<file path="src/rtl/load_store_buffer.sv">
// In-order load/store queue: holds dispatched memory ops, wakes operands from broadcast buses,
// issues the head to data memory once the ROB grants it, and pulses the completed result.
module load_store_buffer #(
  parameter int DEPTH = 4,
  parameter int TAG_W = 3
) (
  input  logic             clk,
  input  logic             rst,
  input  logic [4:0]       op_in,
  input  logic [31:0]      value1_in,
  input  logic [TAG_W-1:0] query1_in,
  input  logic [31:0]      value2_in,
  input  logic [TAG_W-1:0] query2_in,
  input  logic [31:0]      imm_in,
  input  logic [TAG_W-1:0] target_in,
  input  logic [TAG_W-1:0] alu_num,
  input  logic [31:0]      alu_value,
  input  logic             commit,
  input  logic [TAG_W-1:0] num_out,
  input  logic [31:0]      value_out,
  input  logic             ls_commit,
  input  logic [TAG_W-1:0] ls_num_out,
  input  logic [31:0]      mem_rdata,
  input  logic             mem_done,
  output logic             mem_req,
  output logic             mem_we,
  output logic [31:0]      mem_addr,
  output logic [31:0]      mem_wdata,
  output logic [1:0]       mem_size,
  output logic [TAG_W-1:0] mem_num,
  output logic [31:0]      mem_value,
  output logic [TAG_W-1:0] ready_load_num,
  output logic             lsb_full
);
  localparam int PTR_W = $clog2(DEPTH);
  localparam int CNT_W = PTR_W + 1;
  localparam logic [CNT_W-1:0] CNT_MAX  = CNT_W'(DEPTH);
  localparam logic [CNT_W-1:0] CNT_FULL = CNT_W'(DEPTH - 1);

  localparam logic [4:0] OP_LB = 5'b10010, OP_LH = 5'b10011, OP_LW = 5'b10100,
                         OP_LBU = 5'b10101, OP_LHU = 5'b10110, OP_SB = 5'b10111,
                         OP_SH = 5'b11000, OP_SW = 5'b11001;

  typedef struct packed {
    logic [4:0]       op;
    logic [31:0]      v1;
    logic [TAG_W-1:0] q1;
    logic [31:0]      v2;
    logic [TAG_W-1:0] q2;
    logic [31:0]      imm;
    logic [TAG_W-1:0] tag;
  } entry_t;

  typedef enum logic [1:0] {IDLE, MEM, RESP} state_t;

  entry_t           ent    [DEPTH];
  entry_t           ent_wk [DEPTH];
  entry_t           disp_wk;
  entry_t           head_e;
  logic [DEPTH-1:0] vld;
  logic [PTR_W-1:0] head, tail;
  logic [CNT_W-1:0] count;
  state_t           state;
  logic             do_disp, do_pop, head_rdy, grant;

  function automatic logic is_load(input logic [4:0] op);
    return op <= OP_LHU;
  endfunction

  function automatic logic [1:0] size_of(input logic [4:0] op);
    case (op)
      OP_LB, OP_LBU, OP_SB: return 2'b00;
      OP_LH, OP_LHU, OP_SH: return 2'b01;
      default:              return 2'b10;
    endcase
  endfunction

  function automatic logic [31:0] load_ext(input logic [4:0] op, input logic [31:0] d);
    case (op)
      OP_LB:   return {{24{d[7]}}, d[7:0]};
      OP_LBU:  return {24'b0, d[7:0]};
      OP_LH:   return {{16{d[15]}}, d[15:0]};
      OP_LHU:  return {16'b0, d[15:0]};
      OP_LW:   return d;
      default: return 32'b0;
    endcase
  endfunction

  // Tags are unique system-wide, so at most one bus can match a given producer tag.
  function automatic logic bc_hit(input logic [TAG_W-1:0] q);
    return (q != '0) && ((q == alu_num) || (commit && q == num_out) || (q == mem_num));
  endfunction

  function automatic logic [31:0] bc_val(input logic [TAG_W-1:0] q);
    if (q == alu_num)            return alu_value;
    else if (commit && q == num_out) return value_out;
    else                         return mem_value;
  endfunction

  always_comb begin
    for (int i = 0; i < DEPTH; i++) begin
      ent_wk[i] = ent[i];
      if (bc_hit(ent[i].q1)) begin
        ent_wk[i].v1 = bc_val(ent[i].q1);
        ent_wk[i].q1 = '0;
      end
      if (bc_hit(ent[i].q2)) begin
        ent_wk[i].v2 = bc_val(ent[i].q2);
        ent_wk[i].q2 = '0;
      end
    end
    disp_wk = '{op: op_in, v1: value1_in, q1: query1_in, v2: value2_in,
                q2: query2_in, imm: imm_in, tag: target_in};
    if (bc_hit(query1_in)) begin
      disp_wk.v1 = bc_val(query1_in);
      disp_wk.q1 = '0;
    end
    if (bc_hit(query2_in)) begin
      disp_wk.v2 = bc_val(query2_in);
      disp_wk.q2 = '0;
    end
  end

  assign head_e   = ent[head];
  assign head_rdy = vld[head] && (head_e.q1 == '0) && (is_load(head_e.op) || head_e.q2 == '0);
  assign grant    = (state == IDLE) && ls_commit && (ls_num_out == head_e.tag) && head_rdy;
  assign do_disp  = (op_in >= OP_LB) && (op_in <= OP_SW) && (count < CNT_MAX);
  assign do_pop   = (state == RESP);
  assign lsb_full = (count >= CNT_FULL);

  always_ff @(posedge clk) begin
    if (!rst) begin
      vld            <= '0;
      head           <= '0;
      tail           <= '0;
      count          <= '0;
      state          <= IDLE;
      mem_req        <= 1'b0;
      mem_we         <= 1'b0;
      mem_addr       <= '0;
      mem_wdata      <= '0;
      mem_size       <= '0;
      mem_num        <= '0;
      mem_value      <= '0;
      ready_load_num <= '0;
    end else begin
      for (int i = 0; i < DEPTH; i++) begin
        if (vld[i]) ent[i] <= ent_wk[i];
      end
      if (do_disp) begin
        ent[tail] <= disp_wk;
        vld[tail] <= 1'b1;
        tail      <= tail + PTR_W'(1);
      end
      case ({do_disp, do_pop})
        2'b10:   count <= count + CNT_W'(1);
        2'b01:   count <= count - CNT_W'(1);
        default: count <= count;
      endcase
      mem_num   <= '0;
      mem_value <= '0;
      case (state)
        IDLE: begin
          if (grant) begin
            state          <= MEM;
            mem_req        <= 1'b1;
            mem_we         <= !is_load(head_e.op);
            mem_addr       <= head_e.v1 + head_e.imm;
            mem_wdata      <= head_e.v2;
            mem_size       <= size_of(head_e.op);
            ready_load_num <= '0;
          end else begin
            ready_load_num <= head_rdy ? head_e.tag : '0;
          end
        end
        MEM: begin
          ready_load_num <= '0;
          if (mem_done) begin
            state     <= RESP;
            mem_req   <= 1'b0;
            mem_we    <= 1'b0;
            mem_num   <= head_e.tag;
            mem_value <= is_load(head_e.op) ? load_ext(head_e.op, mem_rdata) : 32'b0;
          end
        end
        default: begin
          ready_load_num <= '0;
          vld[head]      <= 1'b0;
          head           <= head + PTR_W'(1);
          state          <= IDLE;
        end
      endcase
    end
  end
endmodule
</file>
<file path="config.mk">
export PLATFORM = sky130hd
export DESIGN_NAME = load_store_buffer
export DESIGN_NICKNAME = d
export VERILOG_FILES = /design/src/rtl/load_store_buffer.sv
export SDC_FILE = /design/constraint.sdc
export NUM_CORES = 1
export LEC_CHECK = 0
export ABC_CLOCK_PERIOD_IN_PS = 5520
export CELL_PAD_IN_SITES_DETAIL_PLACEMENT = 1
export CELL_PAD_IN_SITES_GLOBAL_PLACEMENT = 1
export CORE_MARGIN = 5
export CORE_UTILIZATION = 51
export DETAILED_ROUTE_END_ITERATION = 10
export DONT_BUFFER_PORTS = 1
export PLACE_DENSITY = 0.88
export SKIP_LAST_GASP = 1
export SYNTH_ARGS = -nofsm -noshare
export SYNTH_HDL_FRONTEND = slang
export SYNTH_SLANG_ARGS = --single-unit
</file>
<file path="constraint.sdc">
create_clock -name clk -period 5.52 [get_ports clk]
set_input_delay 0.552 -clock clk [delete_from_list [all_inputs] [get_ports clk]]
set_output_delay 0.552 -clock clk [all_outputs]
set_load 0.02 [all_outputs]
</file>
Word level (Yosys, flattened, before mapping)
Memories as Yosys holds them, arrays and structs flattened. A register that Yosys moved wholly into a read port is not among the register bits.
Cells that the tools add are included.
{ "totals": {"out_inout_bits": 107, "mem_count": 1, "romBits": 0, "ff_bits": 119, "ram_bits": 440, "in_bits": 220, "latchBits": 0, "word_cells": 220} }
{ "classes": {"div": 0, "magnitude_cmp": 9, "mul": 0, "n_mux": 67, "bitwise_logic": 6, "n_eq_ne": 44, "reduce_logical": 75, "add_sub_neg": 5, "shift": 0} }
{ "mem_list": {"columns": ["name", "depth", "word_bits", "rd", "rd_ports_with_merged_regs", "write_ports", "line_no", "rtl"], "rows": [
  ["ent", 4, 110, 5, 1, 5, "56", "entry_t ent [DEPTH];"]
]} }
{ "op_table": {"columns": ["operator", "count"], "rows": [
  ["$mux 32", 20],
  ["$mux 35", 10],
  ["$pmux 32 s5", 1],
  ["$eq 3x3->1", 31],
  ["$eq 5x5->1 const B", 7],
  ["$add 32x32->32", 1],
  ["$reduce_bool 3->1", 10],
  ["$logic_and 1x1->1", 29],
  ["$logic_or 1x1->1", 21],
  ["$mux 1", 21],
  ["$mux 4", 3],
  ["$le 5x5->1 const B", 2],
  ["$mux 2", 4],
  ["$pmux 2 s2", 2],
  ["$logic_not 3->1", 2],
  ["$lt 2x3->1 const B", 2],
  ["$pmux 3 s2", 1],
  ["$reduce_and 3->1", 2],
  ["$reduce_or 3->1", 2],
  ["$ge 5x5->1 const B", 1],
  ["$add 2x1->2 const B", 2],
  ["$and 4x4->4", 1],
  ["$demux 1 s2", 2],
  ["$eq 2x1->1 const B", 2],
  ["other kinds (19)", 27]
]} }

Logic depth before layout (Yosys ltp)
Gate-level depths: netlist of run 1.
{ "depth": {"ltp_word": 9, "mapped_depth": 16, "ltp_nobuf": 12} }

Least setup slack after synthesis of run 1
OpenSTA, ideal clock, no wires.
{ "synth_path": {"kind": "input-to-reg", "from": "input port num_out[0]", "to": "memory ent[0][35] in the netlist's numbering (enable)", "stages": 6, "setup_ns": 0.480, "t_required_ns": 5.040, "setup_slack_ns": 0.634, "arrival_ns": 4.406, "path_buffers": 2, "path_cell_list": "buf_2 > xnor2_1 > nand4_1 > clkbuf_1 > o311a_1 > o31ai_1"} }
{ "synth_lines": {"columns": ["element", "line_no", "rtl"], "rows": [
  ["start: declaration", "19", "input logic [TAG_W-1:0] num_out,"],
  ["end: declaration", "56", null]
]} }

==> results of run 1 <==
final cells by class:
class | instances | area share (%)
inverter | 26 | 0.275
multi-input combinational | 2105 | 44.0
antenna | 13 | 0.0918
tap | 846 | 2.99
clock inverter | 41 | 1.41
clock buffer | 73 | 4.69
sequential | 561 | 44.1
timing repair buffer | 96 | 2.39
routing by layer:
layer | global-route usage (%) | vias up | wire length [µm]
met1 | 43.1 | 13678 | 44000
li1 | - | 10990 | -
met2 | 56.3 | 2226 | 58400
met3 | 11.2 | 573 | 17000
met4 | 18.5 | 12 | 7570
met5 | 0.0693 | - | 96
kinds of logic after synthesis:
family | after synthesis | synth area share [%]
AO/OA/AOI/OAI | 856 | 16.5
XOR/XNOR | 120 | 3.24
adder cells (fa/ha/maj) | 42 | 1.67
buffers and inverters | 370 | 4.57
flip-flops | 561 | 48.2
multiplexers | 429 | 17.3
AND/OR/NAND/NOR | 658 | 8.51
power by group:
part           leakage [nW]  internal, mW  switching (mW)
clock network          1.05          2.61            1.86
registers              4.99          4.65          0.0328
logic                  8.20         0.390           0.772
total                  14.2          7.65            2.67
state kept, by name, summed over array words and instances (netlist names), named ones only:
signal and flops:
count 3, ent 440, head 2, mem_addr 32, mem_num 3, mem_req 1, mem_size 2, mem_value 32
mem_wdata 32, mem_we 1, ready_load_num 3, state 2, tail 2, vld 4
layout by cell type (no fill, tap or decap), drive strengths merged, types with 10 or more instances in the layout:
cell         instances
xnor2               79
dfxtp              121
clkbuf              73
o31ai               11
o21ai              283
a211oi              71
edfxtp             440
nor2b               11
diode               13
clkinv              23
mux2i              323
o211ai             260
nor2               132
nand4               17
nand2              413
mux4               106
dlygate4sd3         40
ha                  40
nor3                15
bufinv              10
a21o                22
xor2                41
inv                 27
buf                 56
a21oi              176
nand3               28
what timing repair did:
| action | 4_1_cts | 5_1_grt |
|---|---|---|
| hold endpoints to repair | 160 | 0 |
| gates resized for setup | 0 | 0 |
| hold buffers | 40 | 0 |
through the flow:
step	util, %	hold WS, ns	setup slack (ns)
2_1_floorplan	-	0.471	0.634
3_3_place_gp	52.1	0.497	1.19
3_5_place_dp	52.1	0.533	1.03
4_1_cts	56.1	0.00224	0.981
5_1_grt	56.1	0.0146	0.639
6_report	56.2	0.0197	0.755
worst paths after layout:
kind / endpoint / slack (ns) / start
setup reg to reg: mem_addr[31] / 0.76 / flip-flop
hold reg to reg: mem_addr[5] / 0.57 / mem_addr[5]
setup / recovery: mem_addr[31] / 0.76 / flip-flop
hold / removal: mem_value[3] / 0.02 / mem_rdata[3]
worst max-delay path, stage by stage (launching register included):
cell	delay (ns)
dfxtp_4	0.76
buf_4	0.52
mux4_2	0.39
ha_1	0.39
a21o_1	0.20
a21oi_1	0.25
a21oi_1	0.16
o21ai_0	0.65
and2_1	0.30
o211ai_1	0.26
nand4_1	0.24
nand3_1	0.12
a311oi_1	0.36
==> reports/qor.txt, run 1 <==
Post CTS Setup Buffer Count: 0
Global-route wire length before repair: 188000 µm
Total GRT Usage: 35.3%
Final Non-Filler Cells: 3761
DR vias: 27479
Class of the worst hold path: primary input to flip-flop
Area Overhead vs Synth: 9.23%
#FFs+latches synth: 561
Worst r2r path cells: 12
Number of global-route vias before repair: 28877
Synth Flop Type: edfxtp_1
Reg area: 15600 µm²
Final Max Slew Viols: 0
Antenna violations before repair: 17
Startpoint types: flip-flop
Rows: 92
WL/cell: 33.8 µm
Register area share after synthesis: 48.2%
Number of fill cells: 6561
Routed Antenna Nets: 0
Skew final: 0.0243 ns
Ratio of cells with drive above 1 in the final layout: 10.6%
Crit Path Class: flip-flop to flip-flop
Final setup fails: 0
Number of hold violations in the final report: 0
Syn avg cell area: 10.7 µm²
LEAKAGE: 14.2 nW
Post-synth top area share: 40.7%
Final WL: 127000 µm
Status: finished clean
Clock-pin transition on the worst setup and hold timing paths: 0.07 ns
Crit-path max FO: 36
Max VDD drop: 0.254 mV
Synth top cells by count: 440 x edfxtp_1, 412 x nand2_1, 323 x mux2i_1
Share of async-settable or async-resettable flops after synthesis: 0%
Crit path required time: 6.05 ns
Total negative slack: 0 ns
Detailed Route Iter0 Violations: 3851
Largest net degree at the start of global routing: 72
Unrepaired setup endpoints after global routing: false
1st-pass router iterations: 8
Final net count: 3112
Net count after synthesis: 3298
Worst-margin pin slew: 1.28 ns
Hold Crit Depth: 2
CP endpoint kind: flip-flop
Placed Cells: 3594
Starting Density: 51.4%
Die Span Y: 262 µm
GPL Wtd Cong: 0.875
Synth area leaders: edfxtp_1 41%, mux2i_1 10%, dfxtp_1 7.5%, mux4_2 7.4%, o211ai_1 6.0%
Clk_lat worst skew: 0.65 ns
Clk buf depth: 3
IO Count: 327
Die width: 262 µm
CTS tree: built
Root Buffer: clkbuf_16
Syn Inst Count: 3036
DRC violations left: 0
Post-synth cell types: 66
Fin crit share: 86.3%
Post-synth EDFFs: 440
Worst path arrival time: 5.30 ns
Max-Cap Viols: 0
Top-count cell post-synth: edfxtp_1
Post-synth top area cell: edfxtp_1
Area after DPL: 32800 µm²
Total power: 10.3 mW
Worst rel slew slack: 14.8%
Total clock sinks: 561
Pwr dens: 291 nW/µm²
DIE AREA: 68700 µm²
Vias per cell: 7.31
Cts bufs inserted: 60
Area of the multi-input gates: 15600 µm²
Core footprint: 63100 µm²
GRT overflow: 0
Port bufs: 0
Min cycle time layout: 4.76 ns
Hpwl dp: 80400 µm
Yosys warns: 0
Max H-tree Level: 2
Post-Syn Area: 32400 µm²
Max Clock Freq: 210 MHz
Finished Cell Area: 35400 µm²
Power figures use the tool's default switching activity.
==> run 2, diff against run 1 <==
--- a/config.mk
+++ b/config.mk
@@ -12,6 +12,7 @@
 export CORE_UTILIZATION = 51
 export DETAILED_ROUTE_END_ITERATION = 10
 export DONT_BUFFER_PORTS = 1
+export GPL_TIMING_DRIVEN = 0
 export PLACE_DENSITY = 0.88
 export SKIP_LAST_GASP = 1
 export SYNTH_ARGS = -nofsm -noshare
==> reports/qor.txt, run 2 (synthesis results as in run 1) <==
Ratio of cells with drive above 1 in the final layout: 9.35% (-1.3 points)
Rows: 92 (unchanged)
Max VDD drop: 0.248 mV (-2.2%)
Min cycle time layout: 5.49 ns (+0.729 ns)
Starting Density: 51.4% (unchanged)
Clock-pin transition on the worst setup and hold timing paths: 0.07 ns (about the same)
Clk_lat worst skew: 0.67 ns (+0.02 ns)
Number of global-route vias before repair: 29633 (+2.6%)
Sw frac: 27.8% (+1.9 points)
Final Max Slew Viols: 0 (unchanged)
Pwr dens: 279 nW/µm² (-4.3%)
Total GRT Usage: 38.7% (+3.4 points)
Post CTS Setup Buffer Count: 0 (unchanged)
Crit path required time: 6.08 ns (+0.03 ns)
Clk network pwr share: 40.5% (-2.9 points)
Root Buffer: clkbuf_16
Die width: 262 µm (unchanged)
CP endpoint kind: flip-flop
Total power: 10.2 mW (-1.5%)
Internal power: 7.34 mW (-4.0%)
Final Non-Filler Cells: 4084 (+8.6%)
DIE AREA: 68700 µm² (unchanged)
Core footprint: 63100 µm² (unchanged)
Finished Cell Area: 36500 µm² (+2.9%)
Detailed Route Iter0 Violations: 3880 (+0.75%)
Crit-path max FO: 10 (-72%)
Routed Antenna Nets: 0 (unchanged)
Unrepaired setup endpoints after global routing: false
GRT overflow: 0 (unchanged)
Number of flip-flops under the largest register name: 440 (unchanged)
Port bufs: 0 (unchanged)
1st-pass router iterations: 7 (-1)
Cts bufs inserted: 59 (-1.7%)
Class of the worst hold path: primary input to flip-flop
Crit path cell chain: buf_2 > buf_4 > buf_2 > mux4_2 > ha_1 > fa_1 > a211oi_2 > o21ai_1 > a32oi_2 > o21ai_1 > a41oi_2 > o21ai_1 > a311o_1 > and2_1 > o32ai_2
Skew final: 0.0354 ns (+0.0111 ns)
Status: finished clean
Met3 wire length: 17000 µm (+0.13%)
Final setup fails: 0 (unchanged)
Final net count: 3421 (+9.9%)
Area Overhead vs Synth: 12.4%
Most common cell on crit path: o21ai_1
Worst Slack Setup Final: 0.0265 ns (-0.729 ns)
Crit Path Class: flip-flop to flip-flop
Fin crit share: 99.5% (+13 points)
DRC violations left: 0 (unchanged)
Worst path arrival time: 6.06 ns (+0.76 ns)
P_sw: 2.82 mW (+5.8%)
DR vias: 28830 (+4.9%)
Most frequent cells in the layout: 440 x edfxtp_1, 412 x nand2_1, 323 x mux2i_1, 266 x clkbuf_1, 260 x o211ai_1
Global-route wire length before repair: 201000 µm (+7.0%)
Comb pwr share: 13.5% (+2.2 points)
Startpoint types: flip-flop
CP max-delay cell: buf_2
Top Layer Used: met5
Met2 Routed Length: 64700 µm (+11%)
Largest Register: ent
Vias per cell: 7.06 (-3.4%)
GPL Wtd Cong: 0.952 (+8.8%)
Most common cell after layout, fill and taps aside: edfxtp_1
Final WL: 140000 µm (+10%)
Slowest stage delay, CP: 0.53 ns (-0.23 ns)
Placement Setup Slack: -0.381 ns (-1.41 ns)
Max-Cap Viols: 0 (unchanged)
CP bufs+invs: 3 (+2)
Max Clock Freq: 182 MHz (-13%)
Metal-1 WL: 49600 µm (+13%)
WL/cell: 34.3 µm (+1.6%)
Hpwl dp: 102000 µm (+27%)
Total clock sinks: 561 (unchanged)
Largest net degree at the start of global routing: 35 (-51%)
Number of hold violations in the final report: 0 (unchanged)
CTS tree: built
Area after DPL: 34000 µm² (+3.5%)
Clk buf depth: 3 (unchanged)
Max H-tree Level: 2 (unchanged)
Reg power frac: 46.0% (+0.7 points)
Worst-margin pin slew: 1.14 ns (-0.134 ns)
IO Count: 327 (unchanged)
Placed Cells: 3902 (+8.6%)
Die Span Y: 262 µm (unchanged)
LEAKAGE: 14.6 nW (+2.5%)
Crit path max-delay family: compound AO/OA/AOI/OAI gates
Worst rel slew slack: 23.6% (+8.8 points)
Antenna violations before repair: 37 (+20)
[run 2: changes by cell type in the layout (fill, tap and decap cells not counted), sizes merged]
cell / before / now
bufinv: 10 / 2
clkinvlp: 7 / 4
clkinv: 23 / 18
diode: 13 / 30
clkbuf: 73 / 341
buf: 56 / 106
clkdlybuf4s15: 0 / 1
dlygate4sd3: 40 / 43
[run 2: final timing paths]
| path | startpoint | endpoint | slack, ns | cells after the start |
|---|---|---|---|---|
| max | flip-flop | mem_addr[30] | 0.03 | 15 |
| max reg2reg | flip-flop | mem_addr[30] | 0.03 | 15 |
| min | mem_rdata[1] | mem_value[1] | 0.02 | 2 |
| min reg2reg | count[1] | count[1] | 0.54 | 2 |
[run 2: cell type report]
type                            count  area, µm²
Sequential cell                   561      15600
Timing Repair Buffer               63        813
Clock buffer                       85       1730
Inverter                           26       97.6
Tap cell                          846       1060
Antenna cell                       30       75.1
Multi-Input combinational cell   2105      15400
Clock inverter                     25        243
Buffer                            343       1400
Fill cell                        6713      26600
[run 2: worst reg2reg max path, delay by kind of cell (launching register included)]
| kind | cells | cell delay (ns) |
|---|---|---|
| mux | 1 | 0.48 |
| flops | 1 | 0.37 |
| buf+inv | 3 | 1.23 |
| compound gates | 8 | 2.33 |
| fa+ha+maj | 2 | 0.79 |
| simple gates | 1 | 0.20 |
[run 2: through the flow]
step | setup TNS (ns) | utilization, % | hold slack, ns
3_3_place_gp | -642.45 | 53.1 | 0.504
4_1_cts | 0 | 57.7 | 0.000595
5_1_grt | 0 | 57.8 | 0.0162
6_report | 0 | 57.8 | 0.0181
3_5_place_dp | -0.757 | 53.9 | 0.521
2_1_floorplan | 0 | - | 0.471
[run 2: what timing repair did]
item	in CTS	in global routing
hold endpoints to repair	163	0
hold buffers	43	0
endpoints found under the setup margin	6	2
resized for setup	6	4
[run 2: power by group through the flow]
stage / Clock [mW] / Combinational [mW] / Sequential, mW
floorplan: 0 / 0.808 / 4.76
global placement: 0 / 1.16 / 4.77
detailed placement: 0 / 1.25 / 4.76
CTS: 4.08 / 1.30 / 4.67
global route: 4.29 / 1.42 / 4.68
finish: 4.12 / 1.37 / 4.68
[run 2: routing by layer]
layer	GRT usage, %	up-vias
met2	62.3	2210
met5	0	-
li1	-	11624
met3	11.8	597
met4	20.7	26
met1	47.0	14373
